$ cat src/rtl/hazard_pkg.sv
// Shared constants for the pipeline hazard/stall controller: FSM encodings,
// the hardwired-zero register index and default parameter values.
package hazard_pkg;

    typedef logic [1:0] hazard_state_t;

    localparam hazard_state_t ST_IDLE    = 2'd0;
    localparam hazard_state_t ST_BUSY    = 2'd1;
    localparam hazard_state_t ST_RELEASE = 2'd2;

    localparam logic [4:0] REG_ZERO = 5'd0;

    localparam int DEFAULT_MULDIV_LATENCY = 4;
    localparam int DEFAULT_STALL_CNT_W    = 16;

    // A source operand depends on a destination only if they match and the
    // destination is not $zero, whose writes are discarded.
    function automatic logic reg_depends(input logic [4:0] dest, input logic [4:0] src);
        return (dest == src) && (dest != REG_ZERO);
    endfunction

endpackage

$ cat src/rtl/hazard_stall_unit_load_use_detect.sv
// Load-use comparator: flags when the load in EX writes a register that the
// instruction in ID is about to read.
module load_use_detect
    import hazard_pkg::*;
(
    input  logic [4:0] ID_Rs,
    input  logic [4:0] ID_Rt,
    input  logic       ID_UsesRt,
    input  logic       EX_MemRead,
    input  logic [4:0] EX_WriteReg,
    output logic       Hazard
);

    logic rs_dep_s;
    logic rt_dep_s;

    // Compare the EX destination against both ID sources.
    always_comb begin
        rs_dep_s = reg_depends(EX_WriteReg, ID_Rs);
        rt_dep_s = ID_UsesRt && reg_depends(EX_WriteReg, ID_Rt);
        if (EX_MemRead) begin
            Hazard = rs_dep_s || rt_dep_s;
        end else begin
            Hazard = 1'b0;
        end
    end

endmodule

$ cat src/rtl/hazard_stall_unit.sv
// Pipeline hazard controller: drives PC / IF/ID / ID/EX enables and flushes for
// load-use stalls, taken branches and multi-cycle mult/div occupancy of EX.
module hazard_stall_unit
    import hazard_pkg::*;
#(
    parameter int MULDIV_LATENCY = DEFAULT_MULDIV_LATENCY,
    parameter int STALL_CNT_W    = DEFAULT_STALL_CNT_W
) (
    input  logic                   Clock,
    input  logic                   Reset,
    input  logic [4:0]             ID_Rs,
    input  logic [4:0]             ID_Rt,
    input  logic                   ID_UsesRt,
    input  logic                   EX_MemRead,
    input  logic [4:0]             EX_WriteReg,
    input  logic                   EX_MulDiv,
    input  logic                   BranchTaken,
    output logic                   PCWrite,
    output logic                   IFID_WriteEnable,
    output logic                   IFID_Flush,
    output logic                   IDEX_WriteEnable,
    output logic                   IDEX_Flush,
    output logic                   EXMEM_Flush,
    output logic                   Busy,
    output logic [STALL_CNT_W-1:0] StallCount
);

    localparam int CNT_W = $clog2(MULDIV_LATENCY) + 1;
    localparam logic [CNT_W-1:0] CNT_ZERO  = {CNT_W{1'b0}};
    localparam logic [CNT_W-1:0] CNT_ONE   = CNT_W'(32'd1);
    // The issue cycle is itself a stall cycle, so BUSY covers LATENCY-2 more.
    localparam logic [CNT_W-1:0] CNT_START = (MULDIV_LATENCY > 2) ?
                                             CNT_W'(MULDIV_LATENCY - 2) : CNT_ZERO;
    localparam bit MULDIV_EN    = (MULDIV_LATENCY >= 2);
    localparam bit MULDIV_SHORT = (MULDIV_LATENCY == 2);
    localparam logic [STALL_CNT_W-1:0] STALL_ZERO = {STALL_CNT_W{1'b0}};
    localparam logic [STALL_CNT_W-1:0] STALL_ONE  = STALL_CNT_W'(32'd1);

    hazard_state_t          state_r;
    hazard_state_t          state_nxt_s;
    logic [CNT_W-1:0]       cnt_r;
    logic [CNT_W-1:0]       cnt_nxt_s;
    logic [STALL_CNT_W-1:0] stall_count_r;
    logic                   load_use_s;

    load_use_detect u_load_use_detect (
        .ID_Rs       (ID_Rs),
        .ID_Rt       (ID_Rt),
        .ID_UsesRt   (ID_UsesRt),
        .EX_MemRead  (EX_MemRead),
        .EX_WriteReg (EX_WriteReg),
        .Hazard      (load_use_s)
    );

    // Same-cycle control outputs and next-state selection, in priority order.
    always_comb begin
        PCWrite          = 1'b1;
        IFID_WriteEnable = 1'b1;
        IFID_Flush       = 1'b0;
        IDEX_WriteEnable = 1'b1;
        IDEX_Flush       = 1'b0;
        EXMEM_Flush      = 1'b0;
        Busy             = 1'b0;
        state_nxt_s      = ST_IDLE;
        cnt_nxt_s        = cnt_r;

        if (Reset) begin
            state_nxt_s = ST_IDLE;
            cnt_nxt_s   = CNT_ZERO;
        end else begin
            case (state_r)
                ST_BUSY: begin
                    PCWrite          = 1'b0;
                    IFID_WriteEnable = 1'b0;
                    IDEX_WriteEnable = 1'b0;
                    EXMEM_Flush      = 1'b1;
                    Busy             = 1'b1;
                    cnt_nxt_s        = cnt_r - CNT_ONE;
                    if (cnt_r == CNT_ONE) begin
                        state_nxt_s = ST_RELEASE;
                    end else begin
                        state_nxt_s = ST_BUSY;
                    end
                end
                ST_IDLE, ST_RELEASE: begin
                    // In RELEASE the completing mult/div still shows EX_MulDiv.
                    if (BranchTaken) begin
                        IFID_Flush  = 1'b1;
                        IDEX_Flush  = 1'b1;
                        state_nxt_s = ST_IDLE;
                    end else if (MULDIV_EN && EX_MulDiv && (state_r == ST_IDLE)) begin
                        PCWrite          = 1'b0;
                        IFID_WriteEnable = 1'b0;
                        IDEX_WriteEnable = 1'b0;
                        EXMEM_Flush      = 1'b1;
                        Busy             = 1'b1;
                        if (MULDIV_SHORT) begin
                            cnt_nxt_s   = CNT_ZERO;
                            state_nxt_s = ST_RELEASE;
                        end else begin
                            cnt_nxt_s   = CNT_START;
                            state_nxt_s = ST_BUSY;
                        end
                    end else if (load_use_s) begin
                        PCWrite          = 1'b0;
                        IFID_WriteEnable = 1'b0;
                        IDEX_Flush       = 1'b1;
                        state_nxt_s      = ST_IDLE;
                    end else begin
                        state_nxt_s = ST_IDLE;
                    end
                end
                default: begin
                    state_nxt_s = ST_IDLE;
                    cnt_nxt_s   = CNT_ZERO;
                end
            endcase
        end
    end

    // FSM state, occupancy down-counter and saturating stall counter.
    always_ff @(posedge Clock) begin
        if (Reset) begin
            state_r       <= ST_IDLE;
            cnt_r         <= CNT_ZERO;
            stall_count_r <= STALL_ZERO;
        end else begin
            state_r <= state_nxt_s;
            cnt_r   <= cnt_nxt_s;
            if (!PCWrite && !(&stall_count_r)) begin
                stall_count_r <= stall_count_r + STALL_ONE;
            end else begin
                stall_count_r <= stall_count_r;
            end
        end
    end

    assign StallCount = stall_count_r;

endmodule

$ cat config.mk
export PLATFORM = sky130hd
export DESIGN_NAME = hazard_stall_unit
export DESIGN_NICKNAME = d
export VERILOG_FILES = /design/src/rtl/hazard_pkg.sv /design/src/rtl/hazard_stall_unit_load_use_detect.sv /design/src/rtl/hazard_stall_unit.sv
export SDC_FILE = /design/constraint.sdc
export NUM_CORES = 1
export LEC_CHECK = 0
export CAP_MARGIN = 0
export CORE_MARGIN = 2
export CORE_UTILIZATION = 50
export CTS_BUF_LIST = sky130_fd_sc_hd__clkbuf_4 sky130_fd_sc_hd__clkbuf_8
export CTS_CLUSTER_SIZE = 30
export DETAILED_ROUTE_END_ITERATION = 10
export PLACE_DENSITY_LB_ADDON = 0.1
export SYNTH_ARGS = -nofsm -noshare
export SYNTH_HDL_FRONTEND = slang
export SYNTH_SLANG_ARGS = --single-unit
$ cat constraint.sdc
create_clock -name Clock -period 6.05 [get_ports Clock]
set_input_delay 0.9075 -clock Clock [delete_from_list [all_inputs] [get_ports Clock]]
set_output_delay 0.9075 -clock Clock [all_outputs]
set_load 0.02 [all_outputs]
==> reports/metrics.csv, run 1 <==
stage;metric;value;unit
outcome;status;finished clean;
cts;post_cts_buffers;0;
sta;slew_violations;0;
global_routing;grt_use_total;0.2262;
synthesis;syn_inst;150;
final_layout;drive_above_1_share;0.05882;
flow_run;max_cap_viol_count;0;
final_layout;fin_nets;212;
final_layout;layout_common_cells;43 x clkdlybuf4s50_1, 21 x dfxtp_1, 15 x nor2_1;
hold_path;holdPathStages;2;
final_layout;final_cells;217;
final_layout;antenna_cells;0;
final_layout;multiInputGateArea;749.5;um2
worst_setup_path;worst_r2r_path_depth;7;
cts;cts_tree;built;
worst_setup_path;crit_path_top_delay_cell;clkdlybuf4s50_1;
sta;max_slew_margin;0.1082;
synthesis;syn_area_per_cell;8.416;um2
hold_path;hold_start;StallCount[14]$_SDFFE_PP0P_;
worst_setup_path;critPathCaptureType;primary output;
hold_path;hp-class;reg -> reg;
synthesis;synth_top_area_frac;0.3330;
worst_setup_path;cp_cell_sequence;clkdlybuf4s50_1 > nor2_1 > o21ai_0 > o31a_1 > clkdlybuf4s50_1;
power_and_ir_drop;powerDensity;157.8;nW/um2
cts;cts_made_buffers;3;
worst_setup_path;required;5.14;ns
worst_setup_path;critPathMaxStageDelay;0.96;ns
final_layout;finish.instance_area;1695;um2
final_layout;final_common_cell;clkdlybuf4s50_1;
drt;wire_per_inst;13.55;um
synthesis;synth-main-ff-cell;dfxtp_1;
final_layout;area_delta_synth_final;34.29;%
sta;finClkSkew;0.004817;ns
sta;hold_violations;0;
floorplan;num_rows;18;
drt;viasPerCell;5.834;
drt;vias;1266;
worst_setup_path;cp-start-kind;input pin;
sta;max_freq;214.9;MHz
global_routing;grt_pass1_vias;1174;
synthesis;yosys_register_bits;21;
floorplan;dieArea;2943;um2
worst_setup_path;cp.arrival;3.75;ns
placement;place_ws;1.433;ns
sta;setup_slack;1.397;ns
placement;dp_hpwl;2263;um
synthesis;synth.yosys.seq_area_share;0.3330;
power_and_ir_drop;p_leak;0.6108;nW
synthesis;synth_fp_nets;174;
cts;cts_resized;0;
drt;detail-route-antenna-nets;0;
synthesis;synth_area;1262;um2
floorplan;die_w;54.25;um
floorplan;die_h;54.25;um
cts;htreeDepth;1;
drt;drt_iter0_drc;32;
sta;worst_pin_slew;1.333;ns
global_routing;globalRouteOverflowTotal;0;
drt;wirelength;2940;um
drt;first_pass_iters;4;
placement;globalplace.congestion;0.8434;
cts;clock-sinks;21;
worst_setup_path;r2r_start;StallCount[0]$_SDFFE_PP0P_;
cts;clockRootBuffer;clkbuf_4;
sta;post-route-period-util;0.7690;
worst_setup_path;timing.rr.end;StallCount[7]$_SDFFE_PP0P_;
synthesis;synth_edf_count;0;
synthesis;synth_top_area_cell;dfxtp_1;
cts;clk_path_buf_depth;2;
placement;portBuffers;43;
floorplan;fp.coreArea;2432;um2
drt;drc;0;
hold_path;holdPathEnd;StallCount[14]$_SDFFE_PP0P_;
global_routing;grt_max_degree;29;
sta;fin_setup_tns;0;ns
final_layout;fillers;200;
synthesis;synthArstFlopShare;0;
sta;period_needed;4.653;ns
placement;dpl_cell_area;1668;um2
sta;setup_violations;0;
worst_setup_path;reg2reg_slack;3.29;ns
worst_setup_path;crit_top_cell;clkdlybuf4s50_1;
final_layout;seq_area;420.4;um2
cts;clk_latency;0.30;ns
power_and_ir_drop;peakVddDrop;0.1409;mV
floorplan;start_util;0.5190;
global_routing;grt_pass1_wl;4885;um
worst_setup_path;critPathMaxFanout;28;
synthesis;netlist-cell-type-count;36;
cts;clk_pin_slew;0.12;ns
worst_setup_path;crit_type;in -> out;
sta;grt_setup_unrepaired;no;
global_routing;antenna_found_initial;0;
floorplan;pin_count;44;
synthesis;synth_warnings;0;
placement;dp_cells;213;
synthesis;synthTopCellsByArea;dfxtp_1 33%, xor2_1 6.2%, mux2_2 5.4%;
cts;cts_hold_repair.buffers;0;
-- stage by stage --
stage               power, mW  hold WS, ns    util
floorplan              0.1778       0.4662       -
global placement       0.1999       0.4806  0.6857
detailed placement     0.2024       0.4902  0.6857
CTS                    0.2696       0.5072  0.6970
global route           0.2809       0.5626  0.6970
finish                 0.2675       0.5087  0.6970
-- worst max path at each step --
stage	startpoint	to	slack (ns)	cells after the start
2_1_floorplan	EX_MulDiv	PCWrite	2.69	6
3_5_place_dp	Reset	PCWrite	1.43	5
5_1_grt	Reset	PCWrite	1.16	5
6_report	Reset	PCWrite	1.40	5
3_3_place_gp	Reset	PCWrite	1.53	5
4_1_cts	Reset	PCWrite	1.42	5
-- flip-flops by register name (all words and copies together), names as in the netlist --
name and count:
state_r 2, StallCount 16, cnt_r 3
-- power breakdown --
| part | internal (mW) | switching (mW) |
|---|---|---|
| clock | 0.0246 | 0.0434 |
| sequential | 0.141 | 0.00330 |
| combinational | 0.0280 | 0.0269 |
-- critical path: cells and delay by family --
family          cells  cell delay, ns
buf+inv             2            1.71
compound gates      2            1.02
simple gates        1            0.10
-- layout make-up --
class | instances | share of cell area
timing repair buffer | 43 | 0.2539
multi-input combinational | 111 | 0.4421
sequential | 21 | 0.2480
inverter | 8 | 0.01771
clock buffer | 3 | 0.01328
tap | 30 | 0.02214
clock inverter | 1 | 0.002952
-- routing by layer --
metal | GRT usage | vias to the layer above | part of all wire
li1 | - | 629 | -
met1 | 0.2710 | 598 | 0.44
met2 | 0.3976 | 37 | 0.50
met3 | 0.06011 | 2 | 0.056
met4 | 0.05833 | 0 | 0.0034
met5 | 0 | - | 0
-- cell usage after synthesis (2+ instances only) --
cell type	count
a21oi_1	5
a31oi_1	2
and3_1	3
and4_1	2
buf_2	2
buf_4	2
buf_6	2
clkbuf_1	4
dfxtp_1	21
ha_1	3
inv_1	8
mux2_2	6
nand2_1	9
nand3_1	7
nor2_1	15
nor2b_1	7
nor3_1	3
nor3b_1	2
nor4_1	4
o21ai_0	6
o311ai_0	6
o41ai_1	6
or4_1	4
xor2_1	9
-- cells by family after synthesis --
kind of cell,synth area share
mux,0.05351
xor+xnor,0.06938
buf+inv,0.07333
compound gates,0.1774
fa+ha+maj,0.02974
flops,0.3330
simple gates,0.2636
No activity file was read; power rests on OpenSTA's default activity.
==> run 2: changes to the inputs <==
--- a/config.mk
+++ b/config.mk
@@ -7,7 +7,7 @@
 export LEC_CHECK = 0
 export CAP_MARGIN = 0
 export CORE_MARGIN = 2
-export CORE_UTILIZATION = 50
+export CORE_UTILIZATION = 46
 export CTS_BUF_LIST = sky130_fd_sc_hd__clkbuf_4 sky130_fd_sc_hd__clkbuf_8
 export CTS_CLUSTER_SIZE = 30
 export DETAILED_ROUTE_END_ITERATION = 10
==> constraint.sdc (replaced) <==
create_clock -name Clock -period 4.5 [get_ports Clock]
set_input_delay 0.675 -clock Clock [delete_from_list [all_inputs] [get_ports Clock]]
set_output_delay 0.675 -clock Clock [all_outputs]
set_load 0.02 [all_outputs]
==> reports/metrics.csv, run 2 (same netlist as run 1, synthesis figures left out) <==
stage;metric;value;unit
sta;grt_setup_unrepaired;no;
sta;worst_pin_slew;1.284;ns
sta;slew_violations;0;
cts;cts_tree;built;
final_layout;drive_above_1_share;0.06878;
placement;portBuffers;43;
hold_path;hp-class;reg -> reg;
drt;viasPerCell;5.776;
final_layout;fillers;236;
flow_run;max_cap_viol_count;0;
final_layout;final_common_cell;clkdlybuf4s50_1;
outcome;status;finished clean;
drt;wirelength;3009;um
floorplan;dieArea;3179;um2
sta;period_needed;3.447;ns
floorplan;fp.coreArea;2545;um2
global_routing;grt_use_total;0.1970;
floorplan;start_util;0.4961;
cts;clock-sinks;21;
worst_setup_path;crit_type;in -> out;
drt;detail-route-antenna-nets;0;
sta;setup_violations;0;
cts;cts_made_buffers;3;
global_routing;grt_max_degree;27;
global_routing;grt_pass1_vias;1130;
power_and_ir_drop;p_leak;0.6163;nW
global_routing;globalRouteOverflowTotal;0;
final_layout;fin_nets;214;
power_and_ir_drop;powerDensity;213.0;nW/um2
cts;htreeDepth;1;
drt;drt_iter0_drc;38;
floorplan;die_w;56.39;um
cts;clk_pin_slew;0.13;ns
sta;fin_setup_tns;0;ns
worst_setup_path;required;3.83;ns
floorplan;pin_count;44;
cts;clockRootBuffer;clkbuf_4;
global_routing;grt_pass1_wl;5133;um
sta;post-route-period-util;0.7660;
worst_setup_path;critPathCaptureType;primary output;
worst_setup_path;cp.arrival;2.77;ns
final_layout;antenna_cells;0;
drt;drc;0;
drt;vias;1265;
power_and_ir_drop;peakVddDrop;0.1826;mV
cts;cts_hold_repair.buffers;0;
final_layout;layout_common_cells;43 x clkdlybuf4s50_1, 21 x dfxtp_1, 15 x nor2_1;
placement;dp_hpwl;2247;um
cts;clk_path_buf_depth;2;
sta;finClkSkew;0.01096;ns
sta;hold_violations;0;
cts;post_cts_buffers;0;
global_routing;antenna_found_initial;0;
floorplan;die_h;56.39;um
floorplan;num_rows;18;
worst_setup_path;critPathMaxFanout;3;
sta;max_slew_margin;0.1409;
power_and_ir_drop;finalPower;0.3648;mW
final_layout;largest_reg_flops;16;
drt;wire_per_inst;13.74;um
sta;max_freq;290.1;MHz
worst_setup_path;cp-start-kind;input pin;
final_layout;area_delta_synth_final;35.68;%
placement;globalplace.congestion;0.8363;
cts;clk_latency;0.32;ns
drt;first_pass_iters;4;
cts;cts_resized;0;
==> run 2: changes by cell type in the layout (fill, tap and decap cells not counted), sizes merged <==
cell and delta:
clkinvlp +1, clkinv -1, buf +2
==> run 2: metrics by stage <==
| step | utilization | area (um2) | hold slack [ns] | setup WS, ns | std cells |
|---|---|---|---|---|---|
| floorplan | - | 1262 | 0.4662 | 1.606 | 150 |
| global placement | 0.6613 | 1683 | 0.4803 | 1.083 | 215 |
| detailed placement | 0.6613 | 1683 | 0.4882 | 1.047 | 215 |
| CTS | 0.6731 | 1713 | 0.5094 | 1.043 | 219 |
| global route | 0.6731 | 1713 | 0.5502 | 0.8712 | 219 |
| finish | 0.6731 | 1713 | 0.5119 | 1.053 | 219 |
==> run 2: worst paths after layout <==
| path | from | end | slack [ns] | cells after the start |
|---|---|---|---|---|
| setup / recovery | EX_WriteReg[1] | IFID_WriteEnable | 1.05 | 5 |
| hold / removal | StallCount[14]$_SDFFE_PP0P_ | StallCount[14]$_SDFFE_PP0P_ | 0.51 | 2 |
| setup reg to reg | StallCount[0]$_SDFFE_PP0P_ | StallCount[13]$_SDFFE_PP0P_ | 1.77 | 7 |
| hold reg to reg | StallCount[14]$_SDFFE_PP0P_ | StallCount[14]$_SDFFE_PP0P_ | 0.51 | 2 |
==> run 2: metal layers <==
metal,up-vias,global-route usage,routed length (um)
li1,629,-,-
met1,595,0.2546,1369
met2,37,0.3328,1467
met3,4,0.04608,149
met4,0,0.04422,23
met5,-,0,0
==> run 2: critical path, stage by stage <==
cell,delay (ns)
clkdlybuf4s50_1,0.47
or4_1,0.55
o21ai_0,0.24
o31a_1,0.22
clkdlybuf4s50_1,0.62
==> run 2: final cells by class <==
type,count,area [um2],share of cell area
Inverter,8,30.03,0.01753
Multi-Input combinational cell,111,749.5,0.4375
Clock buffer,3,22.52,0.01315
Sequential cell,21,420.4,0.2454
Tap cell,30,37.54,0.02191
Clock inverter,1,7.507,0.004383
Timing Repair Buffer,45,445.4,0.2600
==> run 2: report_power, final <==
part | switching (mW) | total (mW) | internal, mW
Clock | 0.0619 | 0.0959 | 0.0340
Combinational | 0.0360 | 0.0747 | 0.0387
Sequential | 0.00424 | 0.194 | 0.190
==> run 3: changes to the inputs <==
==> constraint.sdc (replaced) <==
create_clock -name Clock -period 3.2 [get_ports Clock]
set_input_delay 0.48 -clock Clock [delete_from_list [all_inputs] [get_ports Clock]]
set_output_delay 0.48 -clock Clock [all_outputs]
set_load 0.02 [all_outputs]
==> reports/metrics.csv, run 3 (same netlist as run 1, synthesis figures left out) <==
stage;metric;value;unit
floorplan;dieArea;3179;um2
final_layout;drive_above_1_share;0.08333;
flow_run;max_cap_viol_count;0;
sta;fin_setup_tns;0;ns
cts;cts_made_buffers;3;
drt;drt_iter0_drc;53;
sta;max_freq;327.9;MHz
drt;detail-route-antenna-nets;0;
placement;dpl_cell_area;1705;um2
placement;globalplace.congestion;0.8545;
cts;cts_tree;built;
final_layout;finish.instance_area;1733;um2
final_layout;final_common_cell;clkdlybuf4s50_1;
drt;wirelength;3094;um
sta;hold_violations;0;
worst_setup_path;cp-start-kind;input pin;
floorplan;die_h;56.39;um
sta;post-route-period-util;0.9530;
power_and_ir_drop;finalPower;0.5105;mW
placement;place_ws;0.1233;ns
cts;cts_hold_repair.buffers;0;
worst_setup_path;r2r_start;StallCount[0]$_SDFFE_PP0P_;
power_and_ir_drop;powerDensity;294.6;nW/um2
floorplan;fp.coreArea;2545;um2
sta;finClkSkew;0.001577;ns
drt;drc;0;
worst_setup_path;required;2.72;ns
final_layout;fin_nets;217;
final_layout;antenna_cells;0;
global_routing;grt_use_total;0.2027;
final_layout;largest_reg_flops;16;
sta;worst_pin_slew;0.3728;ns
final_layout;layout_common_cells;43 x clkdlybuf4s50_1, 21 x dfxtp_1, 15 x nor2_1;
drt;first_pass_iters;4;
sta;setup_violations;0;
final_layout;area_delta_synth_final;37.26;%
cts;post_cts_buffers;0;
cts;clockRootBuffer;clkbuf_4;
worst_setup_path;worstSetupStartpoint;EX_WriteReg[3];
global_routing;grt_pass1_wl;5313;um
final_layout;final_cells;222;
final_layout;utilization;0.6809;
sta;max_slew_margin;0.7483;
cts;clk_pin_slew;0.12;ns
floorplan;pin_count;44;
floorplan;start_util;0.4961;
global_routing;globalRouteOverflowTotal;0;
floorplan;num_rows;18;
placement;portBuffers;43;
power_and_ir_drop;p_leak;0.6354;nW
global_routing;grt_max_degree;27;
hold_path;hp-class;reg -> reg;
placement;dp_cells;218;
cts;clock-sinks;21;
drt;wire_per_inst;13.94;um
sta;grt_setup_unrepaired;no;
placement;dp_hpwl;2351;um
floorplan;die_w;56.39;um
drt;viasPerCell;5.698;
worst_setup_path;critPathCaptureType;primary output;
worst_setup_path;critPathMaxFanout;3;
cts;clk_path_buf_depth;2;
sta;slew_violations;0;
cts;htreeDepth;1;
global_routing;antenna_found_initial;0;
outcome;status;finished clean;
sta;fin_hold_ws;0.5147;ns
cts;cts_resized;0;
sta;setup_slack;0.1505;ns
drt;vias;1265;
global_routing;grt_pass1_vias;1234;
worst_setup_path;crit_type;in -> out;
worst_setup_path;cp.arrival;2.57;ns
power_and_ir_drop;peakVddDrop;0.2135;mV
cts;clk_latency;0.31;ns
hold_path;hold_start;cnt_r[2]$_SDFFE_PP0P_;
sta;period_needed;3.049;ns
## run 3: cell types whose count changed in the layout (fill, tap and decap cells not counted), sizes merged
cell,change
buf,+3
clkinv,+1
clkinvlp,-1
## run 3: power by group
group / internal [mW] / total [mW] / switching [mW]
combinational: 0.0560 / 0.107 / 0.0508
sequential: 0.267 / 0.273 / 0.00611
clock: 0.0467 / 0.130 / 0.0838
## run 3: area by class of cell
type | count | area (um2)
clock inverters | 1 | 5.005
clock buffers | 3 | 22.52
multi-input cells | 111 | 749.5
inverters | 8 | 30.03
flip-flops and latches | 21 | 420.4
fillers | 219 | 812.0
repair buffers | 48 | 467.9
well taps | 30 | 37.54
## run 3: final timing paths
path,to,slack [ns],cells after the start
max,IDEX_Flush,0.15,8
min reg2reg,state_r[0]$_SDFF_PP0_,0.51,2
max reg2reg,StallCount[15]$_SDFFE_PP0P_,0.99,8
min,state_r[0]$_SDFF_PP0_,0.51,2
## run 3: layer usage
metal,part of all wire,vias to the layer above,track usage
met3,0.045,2,0.03687
met1,0.47,596,0.2514
met4,0.0039,0,0.07483
li1,-,637,-
met2,0.48,30,0.3479
met5,0,-,0
## run 3: critical path: stages
cell and delay [ns]:
clkdlybuf4s50_1 0.47, xor2_1 0.20, nor4_2 0.27, a32oi_1 0.16, nor2_1 0.14, nor2_1 0.05
nor3_1 0.16, clkdlybuf4s50_1 0.63
